## src/rtl/adc_wave_monitor.sv

```systemverilog
// -----------------------------------------------------------------------------
// adc_wave_monitor
//
// Measures a stream of 10-bit unsigned converter samples over fixed windows of
// 2^WIN_LOG2 accepted samples. For every completed window it reports the
// minimum, maximum, number of rising threshold crossings and the most recent
// crossing-to-crossing period (in accepted samples). The crossing threshold
// tracks the signal: at each window close it moves to the mid-point of that
// window's min and max. A hysteresis band of +/-HYST LSBs around the threshold
// suppresses chatter.
//
// Parameters
//   WIN_LOG2     log2 of the window length in accepted samples (4..16)
//   HYST         hysteresis half-width in LSBs (0..255)
//
// Ports
//   dac_clk      sole clock, rising edge
//   rst          synchronous active-high reset
//   sample_valid qualifies sample; idle cycles change no measurement state
//   sample       10-bit unsigned converter code
//   meas_valid   one-cycle pulse, results below were updated on this cycle
//   min_out      minimum sample of the last completed window
//   max_out      maximum sample of the last completed window
//   cross_cnt    rising crossings in the last window (saturates at 255)
//   period_out   samples between the two most recent rising crossings
//                (0 until two crossings have been seen, saturates at 65535)
//   thr_out      crossing threshold currently in use
// -----------------------------------------------------------------------------
module adc_wave_monitor #(
  parameter int WIN_LOG2 = 12,
  parameter int HYST     = 8
) (
  input  logic        dac_clk,
  input  logic        rst,
  input  logic        sample_valid,
  input  logic [9:0]  sample,
  output logic        meas_valid,
  output logic [9:0]  min_out,
  output logic [9:0]  max_out,
  output logic [7:0]  cross_cnt,
  output logic [15:0] period_out,
  output logic [9:0]  thr_out
);

  typedef enum logic {
    ST_LOW  = 1'b0,
    ST_HIGH = 1'b1
  } cross_state_t;

  localparam logic [10:0]         HYST_W    = 11'(HYST);
  localparam logic [WIN_LOG2-1:0] WCNT_ZERO = {WIN_LOG2{1'b0}};
  localparam logic [WIN_LOG2-1:0] WCNT_LAST = {WIN_LOG2{1'b1}};

  // Tracking state
  cross_state_t        state_r;
  logic [WIN_LOG2-1:0] wcnt_r;
  logic [9:0]          min_r;
  logic [9:0]          max_r;
  logic [7:0]          cross_r;
  logic [15:0]         scnt_r;
  logic                seen_edge_r;
  logic [15:0]         last_period_r;
  logic [9:0]          thr_r;

  // Registered results
  logic                meas_valid_r;
  logic [9:0]          min_out_r;
  logic [9:0]          max_out_r;
  logic [7:0]          cross_out_r;
  logic [15:0]         period_out_r;

  // Combinational next values for an accepted sample
  logic [10:0]         hi_sum_s;
  logic [10:0]         lo_diff_s;
  logic [9:0]          hi_lvl_s;
  logic [9:0]          lo_lvl_s;
  logic                first_s;
  logic                last_s;
  logic                rise_s;
  cross_state_t        state_nxt_s;
  logic [9:0]          min_nxt_s;
  logic [9:0]          max_nxt_s;
  logic [7:0]          cross_base_s;
  logic [7:0]          cross_nxt_s;
  logic [15:0]         scnt_nxt_s;
  logic [15:0]         period_nxt_s;
  logic [10:0]         thr_sum_s;
  logic [9:0]          thr_nxt_s;

  // Hysteresis levels, clamped to the 10-bit code range.
  always_comb begin
    hi_sum_s  = {1'b0, thr_r} + HYST_W;
    lo_diff_s = {1'b0, thr_r} - HYST_W;
    if (hi_sum_s > 11'd1023) begin
      hi_lvl_s = 10'd1023;
    end else begin
      hi_lvl_s = hi_sum_s[9:0];
    end
    // thr <= 1023 and HYST <= 255, so bit 10 is set only when the difference went negative
    if (lo_diff_s[10]) begin
      lo_lvl_s = 10'd0;
    end else begin
      lo_lvl_s = lo_diff_s[9:0];
    end
  end

  // Crossing detection and next hysteresis state.
  always_comb begin
    rise_s      = 1'b0;
    state_nxt_s = state_r;
    case (state_r)
      ST_LOW: begin
        if (sample >= hi_lvl_s) begin
          rise_s      = 1'b1;
          state_nxt_s = ST_HIGH;
        end else begin
          state_nxt_s = ST_LOW;
        end
      end
      ST_HIGH: begin
        if (sample <= lo_lvl_s) begin
          state_nxt_s = ST_LOW;
        end else begin
          state_nxt_s = ST_HIGH;
        end
      end
      default: begin
        state_nxt_s = ST_LOW;
      end
    endcase
  end

  // Window trackers: min/max/crossing count, the first sample reloads them.
  always_comb begin
    first_s = (wcnt_r == WCNT_ZERO);
    last_s  = (wcnt_r == WCNT_LAST);
    if (first_s) begin
      min_nxt_s    = sample;
      max_nxt_s    = sample;
      cross_base_s = 8'd0;
    end else begin
      min_nxt_s    = (sample <= min_r) ? sample : min_r;
      max_nxt_s    = (sample >= max_r) ? sample : max_r;
      cross_base_s = cross_r;
    end
    if (rise_s && (cross_base_s != 8'd255)) begin
      cross_nxt_s = cross_base_s + 8'd1;
    end else begin
      cross_nxt_s = cross_base_s;
    end
    // Mid-point of the window, 11-bit sum so min+max cannot overflow
    thr_sum_s = {1'b0, min_nxt_s} + {1'b0, max_nxt_s};
    thr_nxt_s = 10'(thr_sum_s >> 1);
  end

  // Sample counter since last crossing and the derived period.
  always_comb begin
    if (rise_s && seen_edge_r) begin
      if (scnt_r == 16'hFFFF) begin
        period_nxt_s = 16'hFFFF;
      end else begin
        period_nxt_s = scnt_r + 16'd1;
      end
    end else begin
      period_nxt_s = last_period_r;
    end
    if (rise_s) begin
      scnt_nxt_s = 16'd0;
    end else if (scnt_r != 16'hFFFF) begin
      scnt_nxt_s = scnt_r + 16'd1;
    end else begin
      scnt_nxt_s = scnt_r;
    end
  end

  // State update: only accepted samples advance anything; results load at window close.
  always_ff @(posedge dac_clk) begin
    if (rst) begin
      state_r       <= ST_LOW;
      wcnt_r        <= WCNT_ZERO;
      min_r         <= 10'd0;
      max_r         <= 10'd0;
      cross_r       <= 8'd0;
      scnt_r        <= 16'd0;
      seen_edge_r   <= 1'b0;
      last_period_r <= 16'd0;
      thr_r         <= 10'd512;
      meas_valid_r  <= 1'b0;
      min_out_r     <= 10'd0;
      max_out_r     <= 10'd0;
      cross_out_r   <= 8'd0;
      period_out_r  <= 16'd0;
    end else begin
      meas_valid_r <= 1'b0;
      if (sample_valid) begin
        state_r       <= state_nxt_s;
        wcnt_r        <= wcnt_r + {{(WIN_LOG2-1){1'b0}}, 1'b1};
        min_r         <= min_nxt_s;
        max_r         <= max_nxt_s;
        cross_r       <= cross_nxt_s;
        scnt_r        <= scnt_nxt_s;
        last_period_r <= period_nxt_s;
        if (rise_s) begin
          seen_edge_r <= 1'b1;
        end
        if (last_s) begin
          meas_valid_r <= 1'b1;
          min_out_r    <= min_nxt_s;
          max_out_r    <= max_nxt_s;
          cross_out_r  <= cross_nxt_s;
          period_out_r <= period_nxt_s;
          thr_r        <= thr_nxt_s;
        end
      end
    end
  end

  assign meas_valid = meas_valid_r;
  assign min_out    = min_out_r;
  assign max_out    = max_out_r;
  assign cross_cnt  = cross_out_r;
  assign period_out = period_out_r;
  assign thr_out    = thr_r;

endmodule

```

## config.mk

```make
export PLATFORM = sky130hd
export DESIGN_NAME = adc_wave_monitor
export DESIGN_NICKNAME = d
export VERILOG_FILES = /design/src/rtl/adc_wave_monitor.sv
export SDC_FILE = /design/constraint.sdc
export NUM_CORES = 1
export LEC_CHECK = 0
export BUFFER_PORTS_ARGS = -buffer_cell sky130_fd_sc_hd__buf_2
export CAP_MARGIN = 0
export CORE_ASPECT_RATIO = 0.75
export CORE_MARGIN = 8
export CORE_UTILIZATION = 55
export CTS_CLUSTER_SIZE = 12
export DETAILED_ROUTE_END_ITERATION = 10
export PLACE_DENSITY_LB_ADDON = 0.1
export SETUP_SLACK_MARGIN = 0.02
export SYNTH_ARGS = -nofsm -noshare
export SYNTH_HDL_FRONTEND = slang
export SYNTH_SLANG_ARGS = --single-unit
```

## constraint.sdc

```tcl
create_clock -name dac_clk -period 9.2 [get_ports dac_clk]
set_input_delay 0.92 -clock dac_clk [delete_from_list [all_inputs] [get_ports dac_clk]]
set_output_delay 0.92 -clock dac_clk [all_outputs]
set_load 0.1 [all_outputs]
```

==> reports/results.ini <==
[timing]
max_clock_freq_mhz=201
fin_ws_ns=4.22
fin_crit_ns=4.98
min_period_over_period_pct=54.1
slew_viol_final=0
worstMarginPinSlew_ns=0.935
skew_ns=0.00697
relSlewSlack_pct=37.7
fin_setup_tns_ns=0
hold_viol_final=0
setup_viol=0
whs_ns=0.444
rsz0062_at_grt=false

[pwr]
irDropWorstVdd_mv=0.148
power.switching_mw=0.382
powerDensity_nw_per_um2=181
p_leak_nw=3.63
sw_frac_of_total_pct=24.9
power.internal_mw=1.16
pwr-share-seq_pct=37.7
pwr-share-comb_pct=13.1
clock_power_share_pct=49.2
power_mw=1.54

[synth]
synth_fp_nets=1010
synthFlopType=dfxtp_1
synth_area_sq_um=7510
syn-instance-count=940
synth_cell_types=70
synth_seq_cells=129
synth_enable_flop_cells=0
ys_warn_count=0
yosysSeqAreaShare_pct=34.4
async_flop_share_pct=0
syn_avg_cell_area_sq_um=7.99

[floorplan]
design.core.area_sq_um=13500
die_area_sq_um=17700
row_count=37
die_w_um=151
ios=68
start_util_pct=55.5
die_h_um=117

[global_route]
grt_pass1_vias=5934
grt_max_degree=92
grt_use_total_pct=21.9
overflow=0
grt_pass1_wl_um=30700
antenna_found_initial=0

[placed_design]
portBuffers=67
hpwl_um=12900
place_congestion=0.848
placed_cells=1130
post-place-ws_ns=4.16
dpl_cell_area_sq_um=7830

[run]
maxCapViolCount=0

[critical_path]
crit_start=thr_out[3]
critPathTopFamily=simple AND/OR/NAND/NOR gates
startpoint_type=register
crit_path_end=last_period_r[1]
crit_top_cell=nor3_1
path_cells=ha_1 -> nor2b_1 -> a22oi_1 -> nor3_1 -> nand2_1 -> o21ai_0 -> and2_0 -> or2_2 -> ha_1 -> nand2b_1 -> a21o_1 -> a21o_1 -> a21oi_1 -> o31a_1 -> nor2_1 -> nand3_1 -> nor3_1 -> nor3_1
reg2reg_to=last_period_r[1]
ff2ff_setup_slack_ns=4.22
r2r_start=thr_out[3]
crit_cells=18
cp_max_fo=16
critical_path_arrival_ns=5.27
cp.required_ns=9.49
r2r_cells=18
cp_slowest_cell=nand3_1
cp.buffers_inverters=0
end_kind=register
max_stage_delay_ns=0.66
critical_path_class=reg2reg

[detailed_routing]
dr_total_vias=6498
routed_wl_um=18200
first_iter_violations=497
drc_errors=0
drtPass1Iterations=5
postRouteAntennaNets=0
vias_per_cell=5.59
wl_per_cell_um=15.7

[finish]
nFillCells=1231
drive_gt1_share_pct=12.6
finalInstanceArea_sq_um=8490
antennaDiodeCount=0
final_cells=1162
finish.utilization_pct=62.8
final_nets=1044
area_delta_synth_final_pct=13.1

[clock_network]
cts_tree=built
clockBufferDepth=2
cts_made_buffers=17
cts_hold_buf=0
insertion_delay_ns=0.42
clock_sinks=129
cts_setup_buffers=0
clk_pin_slew_ns=0.06
cts_resized=0
htree_levels=4
cts-root-buf=clkbuf_16

[run_status]
status=complete, no violations

[worst_hold_path]
min_path_type=reg2reg

[sequential cells by signal, summed over array words and instances (netlist names), 8 cells and up]
name and count:
cross_cnt 8, cross_r 8, last_period_r 16, max_out 10, max_r 10, min_out 10, min_r 10, period_out 16
scnt_r 16, thr_out 10, wcnt_r 12
[area by class of cell]
cell class | instances | area [sq um] | area share (%)
multi-input cells | 701 | 4450 | 52.4
flip-flops and latches | 129 | 2580 | 30.4
clock buffers | 23 | 488 | 5.75
repair buffers | 73 | 383 | 4.51
well taps | 175 | 219 | 2.58
inverters | 52 | 195 | 2.30
clock inverters | 9 | 176 | 2.08
[routing by layer]
| metal | global-route usage [%] | vias to the layer above | wire length (um) |
|---|---|---|---|
| li1 | - | 3354 | - |
| met1 | 33.2 | 2931 | 9850 |
| met2 | 29.1 | 191 | 6840 |
| met3 | 4.96 | 22 | 1230 |
| met4 | 8.22 | 0 | 280 |
| met5 | 0 | - | 0 |
[worst min path at each step]
stage	startpoint	to	slack [ns]	depth (start not counted)
global route	period_out[8]	period_out[8]	0.46	2
finish	period_out[7]	period_out[7]	0.44	2
floorplan	last_period_r[0]	last_period_r[0]	0.43	2
CTS	period_out[7]	period_out[7]	0.45	2
detailed placement	period_out[7]	period_out[7]	0.44	2
global placement	period_out[2]	period_out[2]	0.44	2
[Yosys cell counts (2+ instances only)]
cell | instances | share of area (%)
a211oi_1 | 49 | 4.9
a21boi_0 | 3 | 0.30
a21o_1 | 5 | 0.50
a21oi_1 | 67 | 4.5
a22oi_1 | 3 | 0.30
a31oi_1 | 2 | 0.17
a32oi_1 | 3 | 0.35
a41o_1 | 2 | 0.27
and2_1 | 6 | 0.50
and3_1 | 10 | 0.83
and4_1 | 3 | 0.35
buf_1 | 3 | 0.15
buf_2 | 7 | 0.47
buf_4 | 5 | 0.50
buf_6 | 5 | 0.75
clkbuf_1 | 37 | 1.9
dfxtp_1 | 129 | 34
ha_1 | 56 | 9.3
inv_1 | 52 | 2.6
mux2i_1 | 12 | 1.6
nand2_1 | 88 | 4.4
nand2b_1 | 20 | 1.7
nand3_1 | 27 | 1.8
nand3b_1 | 5 | 0.50
nand4_1 | 12 | 1.0
nor2_1 | 135 | 6.8
nor2b_1 | 5 | 0.42
nor3_1 | 34 | 2.3
nor3b_1 | 4 | 0.40
nor4_1 | 2 | 0.17
o211ai_1 | 15 | 1.5
o211ai_2 | 4 | 0.67
o21a_1 | 7 | 0.70
o21ai_0 | 35 | 2.3
o21ai_1 | 3 | 0.20
o221ai_1 | 2 | 0.23
o31a_1 | 2 | 0.23
o31ai_1 | 4 | 0.40
o41ai_1 | 2 | 0.23
or2_2 | 2 | 0.17
or3_1 | 4 | 0.33
xnor2_1 | 17 | 2.0
xor2_1 | 25 | 2.9
[worst min-delay path, stage by stage (launching register included)]
cell and delay, ns:
dfxtp_1 0.30, nand2_1 0.05, a21oi_1 0.05
[cell usage in the layout (no fill, tap or decap), types with 3 or more instances in the layout]
| cell type | n |
|---|---|
| a211oi_1 | 49 |
| a21boi_0 | 3 |
| a21o_1 | 5 |
| a21oi_1 | 67 |
| a22oi_1 | 3 |
| a32oi_1 | 3 |
| and2_1 | 6 |
| and3_1 | 9 |
| and4_1 | 3 |
| buf_2 | 66 |
| buf_4 | 7 |
| bufinv_16 | 5 |
| clkbuf_16 | 17 |
| clkbuf_8 | 4 |
| dfxtp_1 | 129 |
| ha_1 | 56 |
| inv_1 | 52 |
| mux2i_1 | 12 |
| nand2_1 | 88 |
| nand2b_1 | 20 |
| nand3_1 | 27 |
| nand3b_1 | 5 |
| nand4_1 | 12 |
| nor2_1 | 135 |
| nor2b_1 | 5 |
| nor3_1 | 34 |
| nor3b_1 | 4 |
| o211ai_1 | 15 |
| o211ai_2 | 4 |
| o21a_1 | 7 |
| o21ai_0 | 35 |
| o21ai_1 | 3 |
| o31ai_1 | 4 |
| or3_1 | 4 |
| xnor2_1 | 17 |
| xor2_1 | 25 |
[cells by family (layout without fill, tap and decap cells)]
kind of cell             count (synthesis)  count (layout)  share of synthesized area, %
multiplexers                            12              12                          1.60
adder cells (fa/ha/maj)                 57              57                          9.60
buffers and inverters                  110             157                          6.38
XOR/XNOR                                42              42                          4.90
flip-flops                             129             129                          34.4
AND/OR/NAND/NOR                        370             370                          23.6
AO/OA/AOI/OAI                          220             220                          19.5
[power groups by stage]
stage                     registers [mW]  clock network, mW  logic (mW)
after detailed placement           0.591                  0       0.197
after global routing               0.581              0.791       0.228
after CTS                          0.579              0.768       0.200
final                              0.580              0.757       0.201
after global placement             0.591                  0       0.196
after floorplan                    0.588                  0       0.155
(Power assumes the default switching activity.)
